### config.mk
export PLATFORM = sky130hd
export DESIGN_NAME = mem_access_unit
export DESIGN_NICKNAME = d
export VERILOG_FILES = /design/src/rtl/mem_pkg.sv /design/src/rtl/mem_data_align.sv /design/src/rtl/mem_access_unit.sv
export SDC_FILE = /design/constraint.sdc
export NUM_CORES = 1
export LEC_CHECK = 0
export CORE_MARGIN = 5
export CORE_UTILIZATION = 60
export CTS_BUF_LIST = sky130_fd_sc_hd__clkbuf_16
export CTS_CLUSTER_DIAMETER = 100
export DETAILED_ROUTE_END_ITERATION = 16
export DONT_BUFFER_PORTS = 1
export PLACE_DENSITY = 0.84
export SLEW_MARGIN = 5
export SYNTH_ARGS = -nofsm -noshare
export SYNTH_HDL_FRONTEND = slang
export SYNTH_SLANG_ARGS = --single-unit
export TNS_END_PERCENT = 30
### constraint.sdc
create_clock -name clk_i -period 10.01 [get_ports clk_i]
set_input_delay 1.001 -clock clk_i [delete_from_list [all_inputs] [get_ports clk_i]]
set_output_delay 1.001 -clock clk_i [all_outputs]
set_load 0.05 [all_outputs]
### src/rtl/mem_pkg.sv
// rtl/mem_pkg.sv - size encodings, FSM states and request helpers for mem_access_unit
package mem_pkg;

   localparam logic [1:0] SZ_BYTE = 2'b00;
   localparam logic [1:0] SZ_HALF = 2'b01;
   localparam logic [1:0] SZ_WORD = 2'b10;

   typedef enum logic [2:0] {
      ST_IDLE,
      ST_RD,
      ST_DATA,
      ST_WR,
      ST_RESP
   } state_t;

   // Size 2'b11 is handled exactly like a word.
   function automatic logic is_word(input logic [1:0] size);
      return size[1];
   endfunction

   function automatic logic is_misaligned(input logic [1:0] size, input logic [1:0] addr_lo);
      return ((size == SZ_HALF) && addr_lo[0]) || (is_word(size) && (addr_lo != 2'b00));
   endfunction

endpackage

### src/rtl/mem_data_align.sv
// rtl/mem_data_align.sv - sub-word store merge and load sign/zero extension
module mem_data_align
   import mem_pkg::*;
#(
   parameter int DATA_W = 32
) (
   input  logic [1:0]        i_size,
   input  logic              i_unsigned,
   input  logic [DATA_W-1:0] i_rdata,
   input  logic [DATA_W-1:0] i_wdata,
   output logic [DATA_W-1:0] o_ld_data,
   output logic [DATA_W-1:0] o_st_data
);

   logic w_sext_b;
   logic w_sext_h;

   assign w_sext_b = ~i_unsigned & i_rdata[7];
   assign w_sext_h = ~i_unsigned & i_rdata[15];

   always_comb begin
      o_ld_data = i_rdata;
      o_st_data = i_wdata;
      case (i_size)
         SZ_BYTE: begin
            o_ld_data = {{(DATA_W-8){w_sext_b}}, i_rdata[7:0]};
            o_st_data = {i_rdata[DATA_W-1:8], i_wdata[7:0]};
         end
         SZ_HALF: begin
            o_ld_data = {{(DATA_W-16){w_sext_h}}, i_rdata[15:0]};
            o_st_data = {i_rdata[DATA_W-1:16], i_wdata[15:0]};
         end
         default: begin
         end
      endcase
   end

endmodule

### src/rtl/mem_access_unit.sv
// rtl/mem_access_unit.sv - MEM-stage load/store initiator with RMW sub-word stores
// Optional misalign trap: define MEM_MISALIGN_TRAP_EN.
module mem_access_unit
   import mem_pkg::*;
#(
   parameter int ADDR_W = 32,
   parameter int DATA_W = 32
) (
   input  logic              clk_i,
   input  logic              rst_i,
   input  logic              req_valid_i,
   output logic              req_ready_o,
   input  logic              req_we_i,
   input  logic [1:0]        req_size_i,
   input  logic              req_unsigned_i,
   input  logic [ADDR_W-1:0] req_addr_i,
   input  logic [DATA_W-1:0] req_wdata_i,
   output logic              resp_valid_o,
   output logic [DATA_W-1:0] resp_rdata_o,
   output logic              resp_err_o,
   output logic [ADDR_W-1:0] mem_addr_o,
   output logic [DATA_W-1:0] mem_wdata_o,
   output logic              mem_memwr_o,
   output logic              mem_memrd_o,
   input  logic [DATA_W-1:0] mem_rddata_i
);

   state_t            r_state;
   logic              r_we;
   logic [1:0]        r_size;
   logic              r_unsigned;
   logic [DATA_W-1:0] r_wdata;
   logic [DATA_W-1:0] w_ld_data;
   logic [DATA_W-1:0] w_st_data;

   mem_data_align #(.DATA_W(DATA_W)) u_align (
      .i_size     (r_size),
      .i_unsigned (r_unsigned),
      .i_rdata    (mem_rddata_i),
      .i_wdata    (r_wdata),
      .o_ld_data  (w_ld_data),
      .o_st_data  (w_st_data)
   );

   assign req_ready_o = (r_state == ST_IDLE);

`ifdef MEM_MISALIGN_TRAP_EN
   logic r_err;
   assign resp_err_o = r_err;
`else
   assign resp_err_o = 1'b0;
`endif

   always_ff @(posedge clk_i or posedge rst_i) begin
      if (rst_i) begin
         r_state      <= ST_IDLE;
         r_we         <= 1'b0;
         r_size       <= 2'b00;
         r_unsigned   <= 1'b0;
         r_wdata      <= '0;
         resp_valid_o <= 1'b0;
         resp_rdata_o <= '0;
         mem_addr_o   <= '0;
         mem_wdata_o  <= '0;
         mem_memwr_o  <= 1'b0;
         mem_memrd_o  <= 1'b0;
`ifdef MEM_MISALIGN_TRAP_EN
         r_err        <= 1'b0;
`endif
      end else begin
         resp_valid_o <= 1'b0;
         case (r_state)
            ST_IDLE: begin
               if (req_valid_i) begin
                  r_we         <= req_we_i;
                  r_size       <= req_size_i;
                  r_unsigned   <= req_unsigned_i;
                  r_wdata      <= req_wdata_i;
                  mem_addr_o   <= req_addr_i;
                  resp_rdata_o <= '0;
`ifdef MEM_MISALIGN_TRAP_EN
                  r_err        <= 1'b0;
                  if (is_misaligned(req_size_i, req_addr_i[1:0])) begin
                     r_err        <= 1'b1;
                     resp_valid_o <= 1'b1;
                     r_state      <= ST_RESP;
                  end else
`endif
                  if (req_we_i && is_word(req_size_i)) begin
                     mem_wdata_o <= req_wdata_i;
                     mem_memwr_o <= 1'b1;
                     r_state     <= ST_WR;
                  end else begin
                     mem_memrd_o <= 1'b1;
                     r_state     <= ST_RD;
                  end
               end
            end
            ST_RD: begin
               mem_memrd_o <= 1'b0;
               r_state     <= ST_DATA;
            end
            // Read word arrives this cycle: finish a load or build the RMW word.
            ST_DATA: begin
               if (r_we) begin
                  mem_wdata_o <= w_st_data;
                  mem_memwr_o <= 1'b1;
                  r_state     <= ST_WR;
               end else begin
                  resp_rdata_o <= w_ld_data;
                  resp_valid_o <= 1'b1;
                  r_state      <= ST_RESP;
               end
            end
            ST_WR: begin
               mem_memwr_o  <= 1'b0;
               resp_valid_o <= 1'b1;
               r_state      <= ST_RESP;
            end
            ST_RESP: begin
               r_state <= ST_IDLE;
            end
            default: begin
               r_state <= ST_IDLE;
            end
         endcase
      end
   end

endmodule

==> results of run 1 <==
-- layout make-up --
cell class / instances / area share, %
Sequential cell: 138 / 51.6
Tap cell: 133 / 2.49
Clock inverter: 14 / 3.41
Timing Repair Buffer: 6 / 0.674
Clock buffer: 17 / 6.36
Multi-Input combinational cell: 385 / 33.9
Inverter: 26 / 1.53
-- registers in the layout, summed over array words and instances (netlist names) --
register / cells
mem_wdata_o: 32
r_unsigned: 1
r_state: 3
mem_addr_o: 32
mem_memwr_o: 1
r_wdata: 32
resp_rdata_o: 32
resp_valid_o: 1
r_we: 1
r_size: 2
mem_memrd_o: 1
-- final timing paths --
kind | cells past startpoint | endpoint | slack [ps]
hold reg to reg | 2 | r_wdata[30] | 470
hold / removal | 2 | r_wdata[30] | 470
setup reg to reg | 3 | mem_wdata_o[0] | 7230
max in group asynchronous | 2 | resp_rdata_o[3] | 8140
setup / recovery | 3 | mem_wdata_o[0] | 7230
min in group asynchronous | 1 | mem_addr_o[10] | 490
-- Yosys cell counts (8+ instances only) --
library cell	count
nand2_1	199
dfrtp_1	138
inv_1	26
mux2_2	25
a2bb2oi_1	24
clkbuf_1	24
o22ai_1	24
mux2i_1	16
nor2b_1	16
o21ai_0	16
o2bb2ai_1	16
a21oi_1	10
buf_2	9
a222oi_1	8
-- metrics by stage --
step	cell area [µm²]	utilization (%)	hold slack, ps
3_3_place_gp	6030	61.7	451
4_1_cts	6690	68.4	475
5_1_grt	6690	68.4	501
3_5_place_dp	6030	61.7	458
6_report	6690	68.4	470
2_1_floorplan	5990	-	440
-- per-layer routing --
layer	up-vias	routed length (µm)	share of wire, %	global-route usage, %
li1	1970	-	-	-
met1	2134	5530	37	29.9
met2	209	7430	50	39.9
met3	32	1480	10	9.81
met4	0	347	2.3	11.6
met5	-	0	0	0
-- worst max-delay path: stages (launching register included) --
cell and delay [ps]:
dfrtp_1 570, a211oi_1 850, nand2_1 800, o2bb2a_1 490
-- cells by family (layout without fill, tap and decap cells) --
| logic type | count (synthesis) | in the layout | share of synthesized area [%] |
|---|---|---|---|
| AO/OA/AOI/OAI | 111 | 111 | 14.1 |
| buffers and inverters | 67 | 63 | 4.70 |
| flip-flops | 138 | 138 | 57.7 |
| multiplexers | 41 | 41 | 7.38 |
| other | 1 | 1 | 0.0626 |
| AND/OR/NAND/NOR | 232 | 232 | 16.1 |
==> impl_metrics.ini, run 1 <==
[floorplan]
coreArea_um2 = 9770
fp-row-count = 36
initial_utilization_pct = 61.3
die_y_um = 110
die-area_um2 = 12100
fp.dieW_um = 110
ios = 204

[yosys]
synth_warnings = 0
synthFlopType = dfrtp_1
syn_inst = 590
synth_top_area_share_pct = 57.7
synth_edf_count = 0
synth_fp_nets = 693
synth_cell_types = 38
seq_area_frac_synth_pct = 57.7
synth_area_leaders = dfrtp_1 (58%), nand2_1 (12%), mux2_2 (4.7%)
yosysTopAreaCell = dfrtp_1
synth_seq_cells = 138
synth_area_per_cell_um2 = 10.1
synthArstFlopShare_pct = 100
synth_area_um2 = 5990

[place]
place_ws_ps = 7010
finalWeightedCongestion = 0.812
place_inst = 688
io_buffer_count = 0
dp_hpwl_mm = 10.0

[timing]
finalHoldViolations = 0
fin_setup_tns_ps = 0
setup_viol = 0
final.min_clock_period_ps = 2780
slew_headroom_pct = 27.8
drv_slew = 0
max_slew.worst_pin.slew_ps = 1070
rsz0062_at_grt = no
clock_skew_ps = 14.6
fmax_mhz = 360
setup_slack_ps = 7230
fin_crit_sh_pct = 27.8

[routing]
wl_per_cell_um = 20.6
dr.pass1.iters = 6
vias = 4345
drc = 0
wirelength_mm = 14.8
ant_nets = 0
vias_per_cell = 6.04
drt_iter0_drc = 372

[final_layout]
antennaDiodeCount = 0
fill_cells = 742
area_growth_pct = 11.7
final_cell_mix = nand2_1 (199), dfrtp_1 (138), mux2_2 (25), inv_1 (25)
final_common_cell = nand2_1
register_area_um2 = 3450
nets = 677
instances_no_fill = 719
drive_above_1_share_pct = 11.6
multi_input_area_um2 = 2270

[worst_setup_path]
r2r_start = r_state[2]
critPathCaptureType = register
worstSetupPathType = register to register
crit_required_ps = 10350
startpoint = r_state[2]
crit_fanout = 24
arrival_ps = 3120
cp-start-kind = register

[min_path]
min-delay-start = r_wdata[30]
hold_class = register to register

[grt]
grt_use_total_pct = 25.0
grt_max_degree = 104
antenna_found_initial = 0
grt-ovfl-total = 0
grt_pass1_wl_mm = 22.9
first_global_vias = 4478

[run_status]
status = finished clean

[clock_network]
clk_latency_ps = 420
cts_sinks = 138
cts_tree = yes
clkTransAtPathRegs_ps = 60
cts_resized = 0
htreeDepth = 4
cts-root-buf = clkbuf_16
cts-buffers-inserted = 17
hold_buffers = 0
postCtsSetupBuffers = 0
cts_buffer_depth = 2

[flow_run]
maxCapViolCount = 0
Power of run 1 is left out: the tool's default activity adds up to more than one toggle a clock period on the data nets, which glitch-free logic cannot reach.
==> inputs of run 2 (changes only) <==
Clock period 10.01 ns to 2.6 ns, I/O delays scaled along.
==> impl_metrics.ini, run 2 (synthesis results as in run 1) <==
[pwr]
power_density_nw_per_um2 = 1620
p_sw_mw = 5.89
p_comb_share_pct = 26.8
cellLeakagePower_nw = 3.51
internal-power_mw = 6.10
p_seq_share_pct = 52.7
peakVddDrop_mv = 0.886
finalPower_mw = 12.0
pwr-share-clk_pct = 20.6
switching_share_pct = 49.1

[worst_setup_path]
crit_required_ps = 2870
cp-start-kind = register
slowest_stage = or3b_2
crit_fanout = 15
worstSetupPathType = register to register
critPathTopFamily = compound AO/OA/AOI/OAI gates
arrival_ps = 2500
cp_num_buf_inv = 0
max_stage_delay_ps = 700
path_cells = or3b_2, a22o_4, a222oi_1
critPathCaptureType = register

[flow_run]
maxCapViolCount = 0

[timing]
max_slew.worst_pin.slew_ps = 1040
fin_setup_tns_ps = 0
setup_viol = 0
fin_crit_sh_pct = 85.7
final.min_clock_period_ps = 2230
fmax_mhz = 449
drv_slew = 0
rsz0062_at_grt = no
clock_skew_ps = 6.09
slew_headroom_pct = 30.3
finalHoldViolations = 0

[clock_network]
postCtsSetupBuffers = 0
htreeDepth = 4
cts_sinks = 138
cts-buffers-inserted = 17
clk_latency_ps = 400
cts_buffer_depth = 2
clkTransAtPathRegs_ps = 60
cts_tree = yes
cts_resized = 0
cts-root-buf = clkbuf_16

[floorplan]
fp-row-count = 36
coreArea_um2 = 9770
fp.dieW_um = 110
die_y_um = 110
ios = 204
initial_utilization_pct = 61.3
die-area_um2 = 12100

[final_layout]
final_cell_mix = nand2_1 (199), dfrtp_1 (138), dlygate4sd3_1 (68), inv_1 (26), mux2_2 (25)
nets = 754
fill_cells = 632
final_common_cell = nand2_1
area_growth_pct = 23.6
drive_above_1_share_pct = 11.4
antennaDiodeCount = 0

[grt]
first_global_vias = 4971
grt_use_total_pct = 27.2
antenna_found_initial = 0
grt_pass1_wl_mm = 25.0
grt-ovfl-total = 0
grt_max_degree = 76

[run_status]
status = finished clean

[routing]
ant_nets = 0
drc = 0
drt_iter0_drc = 289
wirelength_mm = 16.1
dr.pass1.iters = 5
vias_per_cell = 5.92
wl_per_cell_um = 20.2
vias = 4718

[place]
finalWeightedCongestion = 0.868
io_buffer_count = 0
dp_hpwl_mm = 10.1

[min_path]
hold_class = input port to register
run 2: cell types whose count changed in the layout (fill, tap and decap cells not counted), sizes merged:
cell         change
clkinv           +1
buf              +9
clkinvlp         +2
bufinv           -2
dlygate4sd3     +68
run 2: final timing paths:
kind | from | end | slack, ps | cells past startpoint
setup / recovery | r_state[1] | mem_wdata_o[14] | 370 | 3
hold / removal | mem_rddata_i[1] | resp_rdata_o[1] | 10 | 2
setup reg to reg | r_state[1] | mem_wdata_o[14] | 370 | 3
hold reg to reg | r_wdata[22] | r_wdata[22] | 470 | 2
max in group asynchronous | rst_i | mem_addr_o[6] | 1350 | 3
min in group asynchronous | rst_i | mem_addr_o[19] | 380 | 2
run 2: power by group through the flow:
| stage | registers, mW | clock network (mW) | logic, mW |
|---|---|---|---|
| 2_1_floorplan | 5.99 | 0 | 2.59 |
| 3_3_place_gp | 6.30 | 0 | 2.91 |
| 3_5_place_dp | 6.33 | 0 | 3.10 |
| 4_1_cts | 6.31 | 2.50 | 3.18 |
| 5_1_grt | 6.44 | 2.59 | 3.54 |
| 6_report | 6.32 | 2.47 | 3.21 |
run 2: through the flow:
| step | cells | cell area [µm²] | hold slack (ps) | setup WS, ps | utilization, % |
|---|---|---|---|---|---|
| after floorplan | 590 | 5990 | 365 | 610 | - |
| after global placement | 697 | 6110 | 178 | 555 | 62.5 |
| after detailed placement | 697 | 6110 | 196 | 399 | 62.5 |
| after CTS | 797 | 7400 | 0.943 | 396 | 75.7 |
| after global routing | 797 | 7400 | 4.68 | 241 | 75.7 |
| final | 797 | 7400 | 12.2 | 373 | 75.7 |
run 2: final cells by class:
type                       instances  area, µm²  share of cell area [%]
sequential                       138       3450                    46.7
multi-input combinational        385       2270                    30.6
timing repair buffer              83        806                    10.9
clock buffer                      17        425                    5.75
clock inverter                    15        183                    2.47
tap                              133        166                    2.25
inverter                          26        101                    1.37
run 2: repair_timing:
action / in CTS / in global routing
hold endpoints to repair: 89 / 0
endpoints found under the setup margin: 0 / 0
hold buffers: 68 / 0
run 2: layer usage:
metal	vias to the layer above	track usage [%]	wire length [µm]
met4	0	12.0	501
met1	2325	32.3	6050
li1	2121	-	-
met3	43	9.63	1530
met5	-	0	0
met2	229	44.5	8050
(Power assumes the default switching activity.)
